$ cat src/rtl/counter_gidc_p_pkg.sv
// counter_gidc_pkg: mode encodings and direction constants shared by the
// counter_gidc_p block, its bus interface and its bench.
package counter_gidc_pkg;

  typedef enum logic [1:0] {
    MODE_UP       = 2'b00,
    MODE_DOWN     = 2'b01,
    MODE_PINGPONG = 2'b10,
    MODE_HOLD     = 2'b11
  } mode_t;

  localparam logic DIR_UP   = 1'b1;
  localparam logic DIR_DOWN = 1'b0;

endpackage

$ cat src/rtl/counter_gidc_p_if.sv
// counter_gidc_p_if: control/status bundle of the gradual up/down counter.
// master = the sequencer driving the counter, slave = the counter itself.
interface counter_gidc_p_if
  import counter_gidc_pkg::*;
#(
  parameter int WIDTH = 3
);
  logic             en;
  mode_t            mode;
  logic [WIDTH-1:0] lo;
  logic [WIDTH-1:0] hi;
  logic             load;
  logic [WIDTH-1:0] load_val;
  logic [WIDTH-1:0] count;
  logic             dir;
  logic             evt;
  logic             at_hi;
  logic             at_lo;
  logic             cfg_err;

  modport master (
    output en, mode, lo, hi, load, load_val,
    input  count, dir, evt, at_hi, at_lo, cfg_err
  );

  modport slave (
    input  en, mode, lo, hi, load, load_val,
    output count, dir, evt, at_hi, at_lo, cfg_err
  );
endinterface

$ cat src/rtl/counter_gidc_p_dwell_timer.sv
// gidc_dwell_timer: DWELL-cycle down-counter used to hold the ping-pong
// counter at an endpoint. start loads DWELL, tick decrements, clr empties.
// done is high whenever no dwell cycles remain.
module gidc_dwell_timer #(
  parameter int DWELL = 2
) (
  input  logic clk,
  input  logic rst,
  input  logic clr,
  input  logic start,
  input  logic tick,
  output logic done
);
  localparam int CW = (DWELL < 1) ? 1 : $clog2(DWELL + 1);

  logic [CW-1:0] cnt_d, cnt_q;

  // Next remaining-dwell value: clear beats start beats tick.
  always_comb begin
    cnt_d = cnt_q;
    if (clr)
      cnt_d = '0;
    else if (start)
      cnt_d = CW'(DWELL);
    else if (tick && cnt_q != '0)
      cnt_d = cnt_q - 1'b1;
  end

  // Remaining-dwell register.
  always_ff @(posedge clk) begin
    if (rst)
      cnt_q <= '0;
    else
      cnt_q <= cnt_d;
  end

  assign done = (cnt_q == '0);
endmodule

$ cat src/rtl/counter_gidc_p.sv
// counter_gidc_p: parametrised up/down counter with wrap-up, wrap-down,
// ping-pong and hold modes, programmable inclusive bounds, compile-time STEP,
// synchronous load and a registered wrap/turn event.
// Optional macro GIDC_DWELL_EN adds a DWELL-cycle pause at ping-pong endpoints.
module counter_gidc_p
  import counter_gidc_pkg::*;
#(
  parameter int WIDTH = 3,
  parameter int STEP  = 1,
  parameter int DWELL = 2
) (
  input logic              clk,
  input logic              rst,
  counter_gidc_p_if.slave  bus
);
  localparam int EW = WIDTH + 1;

  logic [WIDTH-1:0] count_d, count_q;
  logic             dir_d, dir_q;
  logic             evt_d, evt_q;

  // Bounds arithmetic is done one bit wider so sums never wrap silently.
  logic [EW-1:0] cnt_e, lo_e, hi_e, step_e;
  logic [EW-1:0] up_sum, dn_diff, lo_step, hi_less;
  logic          cfg_err_w, at_hi_w, at_lo_w, oor;
  logic          dwell_done;

  assign cnt_e   = {1'b0, count_q};
  assign lo_e    = {1'b0, bus.lo};
  assign hi_e    = {1'b0, bus.hi};
  assign step_e  = EW'(STEP);
  assign up_sum  = cnt_e + step_e;
  assign dn_diff = cnt_e - step_e;
  assign lo_step = lo_e + step_e;
  assign hi_less = hi_e - step_e;

  assign cfg_err_w = (bus.lo > bus.hi);
  assign at_hi_w   = (count_q == bus.hi);
  assign at_lo_w   = (count_q == bus.lo);
  assign oor       = (count_q < bus.lo) || (count_q > bus.hi);

`ifdef GIDC_DWELL_EN
  mode_t mode_prev_q;
  logic  dwell_start, dwell_tick, dwell_clr;

  assign dwell_clr = bus.load || (bus.mode != mode_prev_q);

  gidc_dwell_timer #(.DWELL(DWELL)) u_dwell (
    .clk   (clk),
    .rst   (rst),
    .clr   (dwell_clr),
    .start (dwell_start),
    .tick  (dwell_tick),
    .done  (dwell_done)
  );

  // Last-seen mode, so a mode change can abandon a pending dwell.
  always_ff @(posedge clk) begin
    if (rst)
      mode_prev_q <= MODE_HOLD;
    else
      mode_prev_q <= bus.mode;
  end
`else
  wire dwell_unused = (DWELL != 0);
  assign dwell_done = 1'b1;
`endif

  // Next count/dir/evt: load beats an enabled step; cfg_err and hold freeze.
  always_comb begin
    count_d = count_q;
    dir_d   = dir_q;
    evt_d   = 1'b0;
`ifdef GIDC_DWELL_EN
    dwell_start = 1'b0;
    dwell_tick  = 1'b0;
`endif
    if (bus.load) begin
      count_d = bus.load_val;
    end else if (bus.en && !cfg_err_w && bus.mode != MODE_HOLD) begin
      if (oor) begin
        // Recovery step back into the window never flags an event.
        if (bus.mode == MODE_DOWN) begin
          count_d = bus.hi;
          dir_d   = DIR_DOWN;
        end else begin
          count_d = bus.lo;
          dir_d   = DIR_UP;
        end
      end else begin
        case (bus.mode)
          MODE_UP: begin
            dir_d = DIR_UP;
            if (up_sum > hi_e) begin
              count_d = bus.lo;
              evt_d   = 1'b1;
            end else begin
              count_d = up_sum[WIDTH-1:0];
            end
          end
          MODE_DOWN: begin
            dir_d = DIR_DOWN;
            if (cnt_e < lo_step) begin
              count_d = bus.hi;
              evt_d   = 1'b1;
            end else begin
              count_d = dn_diff[WIDTH-1:0];
            end
          end
          MODE_PINGPONG: begin
            if (dir_q == DIR_UP) begin
              if (at_hi_w) begin
`ifdef GIDC_DWELL_EN
                if (!dwell_done) dwell_tick = 1'b1; else
`endif
                begin
                  dir_d   = DIR_DOWN;
                  evt_d   = 1'b1;
                  count_d = (hi_e < lo_step) ? bus.lo : hi_less[WIDTH-1:0];
                end
              end else begin
                count_d = (up_sum > hi_e) ? bus.hi : up_sum[WIDTH-1:0];
              end
            end else begin
              if (at_lo_w) begin
`ifdef GIDC_DWELL_EN
                if (!dwell_done) dwell_tick = 1'b1; else
`endif
                begin
                  dir_d   = DIR_UP;
                  evt_d   = 1'b1;
                  count_d = (lo_step > hi_e) ? bus.hi : lo_step[WIDTH-1:0];
                end
              end else begin
                count_d = (cnt_e < lo_step) ? bus.lo : dn_diff[WIDTH-1:0];
              end
            end
`ifdef GIDC_DWELL_EN
            // Arming the dwell whenever a real move lands on the endpoint
            // the counter is now heading for.
            if (!dwell_tick && count_d == (dir_d ? bus.hi : bus.lo))
              dwell_start = 1'b1;
`endif
          end
          default: ;
        endcase
      end
    end
  end

  // Count, direction and event registers.
  always_ff @(posedge clk) begin
    if (rst) begin
      count_q <= '0;
      dir_q   <= DIR_UP;
      evt_q   <= 1'b0;
    end else begin
      count_q <= count_d;
      dir_q   <= dir_d;
      evt_q   <= evt_d;
    end
  end

  assign bus.count   = count_q;
  assign bus.dir     = dir_q;
  assign bus.evt     = evt_q;
  assign bus.at_hi   = at_hi_w;
  assign bus.at_lo   = at_lo_w;
  assign bus.cfg_err = cfg_err_w;
endmodule

$ cat src/flat_wrapper.sv
// flat-port wrapper written by rule: the top's interface ports become plain ports
module counter_gidc_p_flat import counter_gidc_pkg::*;
#(
  parameter int WIDTH = 3,
  parameter int STEP  = 1,
  parameter int DWELL = 2
)
  (clk, rst, bus_en, bus_mode, bus_lo, bus_hi, bus_load, bus_load_val, bus_count, bus_dir, bus_evt, bus_at_hi, bus_at_lo, bus_cfg_err);
  counter_gidc_p_if #(.WIDTH(WIDTH)) bus_i ();
  input logic clk;
  input logic rst;
  input wire logic [$bits(bus_i.en)-1:0] bus_en;
  input wire logic [$bits(bus_i.mode)-1:0] bus_mode;
  input wire logic [$bits(bus_i.lo)-1:0] bus_lo;
  input wire logic [$bits(bus_i.hi)-1:0] bus_hi;
  input wire logic [$bits(bus_i.load)-1:0] bus_load;
  input wire logic [$bits(bus_i.load_val)-1:0] bus_load_val;
  output wire logic [$bits(bus_i.count)-1:0] bus_count;
  output wire logic [$bits(bus_i.dir)-1:0] bus_dir;
  output wire logic [$bits(bus_i.evt)-1:0] bus_evt;
  output wire logic [$bits(bus_i.at_hi)-1:0] bus_at_hi;
  output wire logic [$bits(bus_i.at_lo)-1:0] bus_at_lo;
  output wire logic [$bits(bus_i.cfg_err)-1:0] bus_cfg_err;
  assign bus_i.en = bus_en;
  assign bus_i.mode = bus_mode;
  assign bus_i.lo = bus_lo;
  assign bus_i.hi = bus_hi;
  assign bus_i.load = bus_load;
  assign bus_i.load_val = bus_load_val;
  assign bus_count = bus_i.count;
  assign bus_dir = bus_i.dir;
  assign bus_evt = bus_i.evt;
  assign bus_at_hi = bus_i.at_hi;
  assign bus_at_lo = bus_i.at_lo;
  assign bus_cfg_err = bus_i.cfg_err;
  counter_gidc_p #(.WIDTH(WIDTH), .STEP(STEP), .DWELL(DWELL)) u_core (.clk(clk), .rst(rst), .bus(bus_i));
endmodule
$ cat config.mk
export PLATFORM = sky130hd
export DESIGN_NAME = counter_gidc_p_flat
export DESIGN_NICKNAME = d
export VERILOG_FILES = /design/src/rtl/counter_gidc_p_pkg.sv /design/src/rtl/counter_gidc_p_if.sv /design/src/rtl/counter_gidc_p_dwell_timer.sv /design/src/rtl/counter_gidc_p.sv /design/src/flat_wrapper.sv
export SDC_FILE = /design/constraint.sdc
export NUM_CORES = 1
export LEC_CHECK = 0
export ABC_AREA = 1
export CORE_UTILIZATION = 49
export CTS_BUF_LIST = sky130_fd_sc_hd__clkbuf_8 sky130_fd_sc_hd__clkbuf_16
export DETAILED_ROUTE_END_ITERATION = 6
export GPL_TIMING_DRIVEN = 0
export PLACE_DENSITY = 0.8
export SETUP_SLACK_MARGIN = 0.1
export SLEW_MARGIN = 15
export SYNTH_ARGS = -nofsm -noshare
export SYNTH_HDL_FRONTEND = slang
export SYNTH_SLANG_ARGS = --single-unit
$ cat constraint.sdc
create_clock -name clk -period 2.2 [get_ports clk]
set_input_delay 0.44 -clock clk [delete_from_list [all_inputs] [get_ports clk]]
set_output_delay 0.44 -clock clk [all_outputs]
set_load 0.05 [all_outputs]
# ---- Yosys cells after proc, flatten, opt, wreduce, memory -nomap -nowiden
# Index checks and enable logic that the tools add are counted.
dict set report totals {
  reg_bits 5
  output_inout_bits 8
  wordCells 57
}
dict set report classes {
  addsub 4
  magnitude_cmp 7
  eq_ne 5
  mux 25
  bitwise_logic 2
  n_reduce_logical 11
}
# operator n
set ops {}
lappend ops {{$mux 3} 13}
lappend ops {{$mux 1} 9}
lappend ops {{$pmux 3 s3} 1}
lappend ops {{$add 3x1->4 const B} 2}
lappend ops {{$gt 4x3->1} 2}
lappend ops {{$lt 3x4->1} 2}
lappend ops {{$eq 3x3->1} 2}
lappend ops {{$gt 3x3->1} 2}
lappend ops {{$pmux 1 s3} 2}
lappend ops {{$sub 3x1->3 const B} 2}
lappend ops {{$reduce_bool 5->1} 1}
lappend ops {{$reduce_bool 4->1} 1}
lappend ops {{$reduce_or 4->1} 1}
lappend ops {{$lt 3x3->1} 1}
lappend ops {{$reduce_and 3->1} 1}
lappend ops {{$eq 2x1->1 const B} 1}
lappend ops {{$eq 2x2->1 const B} 1}
lappend ops {{$logic_and 1x1->1} 2}
lappend ops {{$logic_not 2->1} 1}
lappend ops {{$ne 2x2->1 const B} 1}
lappend ops {{$not 1->1} 2}
lappend ops {{$reduce_and 2->1} 1}
lappend ops {{$reduce_bool 2->1} 1}
lappend ops {{$logic_not 1->1} 1}
lappend ops {{$logic_or 1x1->1} 1}

# ---- Longest topological paths before layout
dict set report depth {
  ltp_word 9
  ltp_mapped 18
  ltp_nobuf 18
}

# ---- Worst setup path before layout
# No wires, ideal clock.
dict set report synth_path {
  path_kind {flip-flop to flip-flop}
  start {reg u_core.count_q[0] (netlist: u_core.bus.count[0])}
  end {reg u_core.count_q[2] (netlist: u_core.bus.count[2])}
  arrival_ns 2.809
  t_required_ns 2.079
  slack_ns -0.730
  path_stages_with_launch 15
  n_path_buf 0
  period_less_slack_ns 2.930
  cell_sequence {dfxtp_1 inv_1 ha_1 nor2_1 inv_1 nand2_1 nor2_1 nor2_1 nand2_1 nand3_1 nand2_1 nand2_1 nand2_1 nand2_1 a21oi_2}
}
# item line
set synth_rtl {}
lappend synth_rtl {{start: declaration} counter_gidc_p.sv:18} ;# logic [WIDTH-1:0] count_d, count_q;
lappend synth_rtl {{start signal: assignment} counter_gidc_p.sv:158} ;# count_q <= count_d;
lappend synth_rtl {{$eq 3x3->1} counter_gidc_p.sv:39} ;# assign at_lo_w = (count_q == bus.lo);
lappend synth_rtl {{via bus_at_lo} flat_wrapper.sv:22} ;# output wire logic [$bits(bus_i.at_lo)-1:0] bus_at_lo;
lappend synth_rtl {{$mux 3} counter_gidc_p.sv:125} ;# if (at_lo_w) begin
lappend synth_rtl {{$mux 3} counter_gidc_p.sv:111} ;# if (dir_q == DIR_UP) begin
lappend synth_rtl {{$pmux 3 s3} counter_gidc_p.sv:91} ;# case (bus.mode)
lappend synth_rtl {{$mux 3} counter_gidc_p.sv:81} ;# if (oor) begin
lappend synth_rtl {{$mux 3} counter_gidc_p.sv:80} ;# end else if (bus.en && !cfg_err_w && bus.mode != MODE_HOLD) begin
lappend synth_rtl {{$mux 3} counter_gidc_p.sv:78} ;# if (bus.load) begin
# The timed path passes the listed nets, and every way through them passes these cells. The select of a mux whose other input is x is not followed.
# A chain may end at the register's enable or synchronous reset.

# ---- Worst setup path after layout
dict set report layout_path {
  start {reg u_core.count_q[0] (netlist: u_core.bus.count[0])}
  end {reg u_core.count_q[1] (netlist: u_core.bus.count[1])}
}
dict set report layout_between {
  elab_chain_len 9
}
# item line
set layout_rtl {}
lappend layout_rtl {{$add 3x1->4} counter_gidc_p.sv:32} ;# assign up_sum = cnt_e + step_e;
lappend layout_rtl {{$gt 4x3->1} {counter_gidc_p.sv:94, counter_gidc_p.sv:122}}
lappend layout_rtl {{$mux 3} counter_gidc_p.sv:122} ;# count_d = (up_sum > hi_e) ? bus.hi : up_sum[WIDTH-1:0];
lappend layout_rtl {{$mux 3} counter_gidc_p.sv:112} ;# if (at_hi_w) begin
lappend layout_rtl {{$mux 3} counter_gidc_p.sv:111}
lappend layout_rtl {{$pmux 3 s3} counter_gidc_p.sv:91}
lappend layout_rtl {{$mux 3} counter_gidc_p.sv:81}
lappend layout_rtl {{$mux 3} counter_gidc_p.sv:80}
lappend layout_rtl {{$mux 3} counter_gidc_p.sv:78}
# Parallel ways exist; a longest one is shown, timed or not. The select of a mux whose other input is x is not followed.

==> results_dict.tcl <==
set metrics [dict create \
    layout.nets 303 \
    r2r-start "u_core.bus.count[0]$_SDFFE_PP0P_" \
    avgViaCountPerCell 5.43 \
    status "completed" \
    setup_tns_ps 0 \
    antenna_cells 0 \
    hp-start "u_core.bus.dir$_SDFFE_PP1P_" \
    dieWidth_um 54.4 \
    drc 0 \
    rows 18 \
    cts_buffers 3 \
    min_period_over_period 0.988 \
    insertion_delay_ps 230 \
    place_inst 276 \
    grt_pass1_vias 1242 \
    areaGrowthSynthToFinish_pct 46.1 \
    slew_headroom 0.672 \
    rr_endpoint "u_core.bus.count[1]$_SDFFE_PP0P_" \
    grt_pass1_wl_um 5460 \
    worstSetupPathType "reg2reg" \
    synth-edff-count 0 \
    async_flop_share 0 \
    max_freq_ghz 0.460 \
    setup_viol 0 \
    ys_top_cells_by_count "55 x nand2_1, 44 x inv_1, 26 x ha_1" \
    cts_max_level 1 \
    clk_pin_slew_ps 40 \
    finalNonFillerCells 291 \
    yosys_register_bits 5 \
    numPortBuffers 22 \
    place.gp.congestion 0.920 \
    synthDistinctLibCells 27 \
    synth_top_area_share 0.241 \
    synthCells 224 \
    finalPower_uw 925 \
    num_io_pins 23 \
    rsz0062_at_grt "true" \
    drtIter0Drc 41 \
    vias 1580 \
    worstPathMaxFanout 4 \
    fin_hold_ws_ps 624 \
    synth_flop_cell "dfxtp_1" \
    synth.most_common_cell "nand2_1" \
    cp.required_ps 2340 \
    dp_hpwl_um 2670 \
    cp-startpoint "u_core.bus.count[0]$_SDFFE_PP0P_" \
    ant_nets 0 \
    start_kind "flip-flop" \
    grt_usage 0.260 \
    worstMarginPinSlew_ps 490 \
    hold_end "u_core.bus.dir$_SDFFE_PP1P_" \
    synth_area_leaders "ha_1 24%, nand2_1 15%, inv_1 12%, dfxtp_1 7.4%, nand3_1 6.3%" \
    antenna_found_initial 0 \
    die_area_um2 2960 \
    r2r_cells 14 \
    wl_per_cell_um 13.7 \
    cts_root_buffer "clkbuf_8" \
    synth_top_area_cell "ha_1" \
    grt_max_degree 11 \
    worstPathArrival_ps 2310 \
    die_h_um 54.4 \
    cts_hold_buf 0 \
    slew_viol_final 0 \
    start_util 0.529 \
    synth_warnings 0 \
    wl_um 3980 \
    cts_tree "done" \
    synth_fp_nets 265 \
    hold_viol 0 \
    hp-class "reg2reg" \
    synth_area_per_cell_um2 6.02 \
    power.density_nw_per_um2 470 \
    rrSetupSlack_ps 30 \
    dr.pass1.iters 4 \
    ctsLongestPathBuffers 2 \
    clock_skew_ps 0.139 \
    ir_drop_uv 600 \
    worstSetupEndpointType "flip-flop" \
    coreArea_um2 2540 \
    gr-total-overflow 0 \
    drive_gt1_frac 0.299 \
    numClockSinks 5 \
    yosysSeqAreaShare 0.0743 \
    layout_min_cycle_time_ps 2170 \
    cap_violations 0 \
    netlist_area_um2 1350 \
    p_leak_nw 0.961 \
    holdPathStages 2 \
]
-- routing by layer --
layer	up-vias	GRT usage	part of all wire
met3	12	0.0444	0.066
met2	57	0.437	0.50
met1	702	0.336	0.41
met4	0	0.0726	0.023
li1	809	-	-
met5	-	0	0
-- area by class of cell --
cell class	instances	area [µm²]
buffer	1	5.00
clock buffer	3	41.3
clock inverter	1	3.75
fill	188	577
inverter	46	183
multi-input combinational	172	1280
sequential	5	109
tap	30	37.5
timing repair buffer	33	304
-- repair_timing --
item	in CTS	in global routing
setup buffers	6	5
pin swaps	7	21
setup endpoints to repair	8	5
hold endpoints to repair	0	0
resized for setup	58	41
-- power by group --
group | switching, mW | internal (mW)
Sequential | 0.0160 | 0.0987
Clock | 0.0508 | 0.120
Combinational | 0.387 | 0.253
Total | 0.453 | 0.471
-- registers in the layout (all words and copies together), names as in the netlist --
| name | cells |
|---|---|
| u_core.bus.count | 3 |
| u_core.bus.dir | 1 |
| u_core.bus.evt | 1 |
-- critical path, stage by stage, from the launching register on --
cell     delay [ps]
dfxtp_4         370
ha_4            180
xnor2_4         170
inv_2            60
ha_4            270
nand4_1         170
nand3_1         160
nand2_2          70
a21oi_2         140
nand3_2          90
nand2_1          70
nand2_1          50
nand2_1          60
nand2_1          60
a21oi_1         170
-- kinds of logic (layout without fill, tap and decap cells) --
logic type,Yosys count,count (layout),share of synthesized area
AOI/OAI and AO/OA,40,40,0.180
xor gates and xnor gates,4,4,0.0260
adders and majority gates,26,26,0.241
buffers and inverters,47,84,0.131
DFF,5,5,0.0743
and+or+nand+nor,102,102,0.347
-- layout by cell type, fill, tap and decap left out, types with 2 or more instances in the layout --
cell type        count
a31oi_1              2
dfxtp_4              2
nor2_4               3
clkbuf_8             3
inv_2                7
o21ai_1              5
nand4_1              3
o21ai_0             10
nand2_4              4
dfxtp_1              2
ha_1                20
inv_4                2
buf_2                2
nor2_1              12
a21oi_2              6
clkdlybuf4s50_1     13
nand2_2             12
buf_4               12
xnor2_4              2
a21oi_1              7
o211ai_1             3
nand3_2              6
inv_1               37
nand2_1             48
nand3_1             12
a211oi_1             2
ha_4                 6
-- metrics by stage --
step / setup slack (ps) / area (µm²) / util
after floorplan: 73.6 / 1380 / -
after global placement: -960 / 1640 / 0.643
after detailed placement: -971 / 1640 / 0.643
after CTS: 94.8 / 1800 / 0.706
after global routing: -104 / 1970 / 0.773
final: 27.0 / 1970 / 0.773
-- worst max-delay path by stage --
stage | slack [ps] | cells past startpoint | endpoint
3_5_place_dp | -970 | 8 | bus_cfg_err
5_1_grt | -100 | 16 | u_core.bus.count[1]$_SDFFE_PP0P_
3_3_place_gp | -960 | 8 | bus_cfg_err
2_1_floorplan | 70 | 13 | u_core.bus.count[0]$_SDFFE_PP0P_
6_report | 30 | 14 | u_core.bus.count[1]$_SDFFE_PP0P_
4_1_cts | 90 | 8 | bus_cfg_err
(Power assumes the default switching activity.)
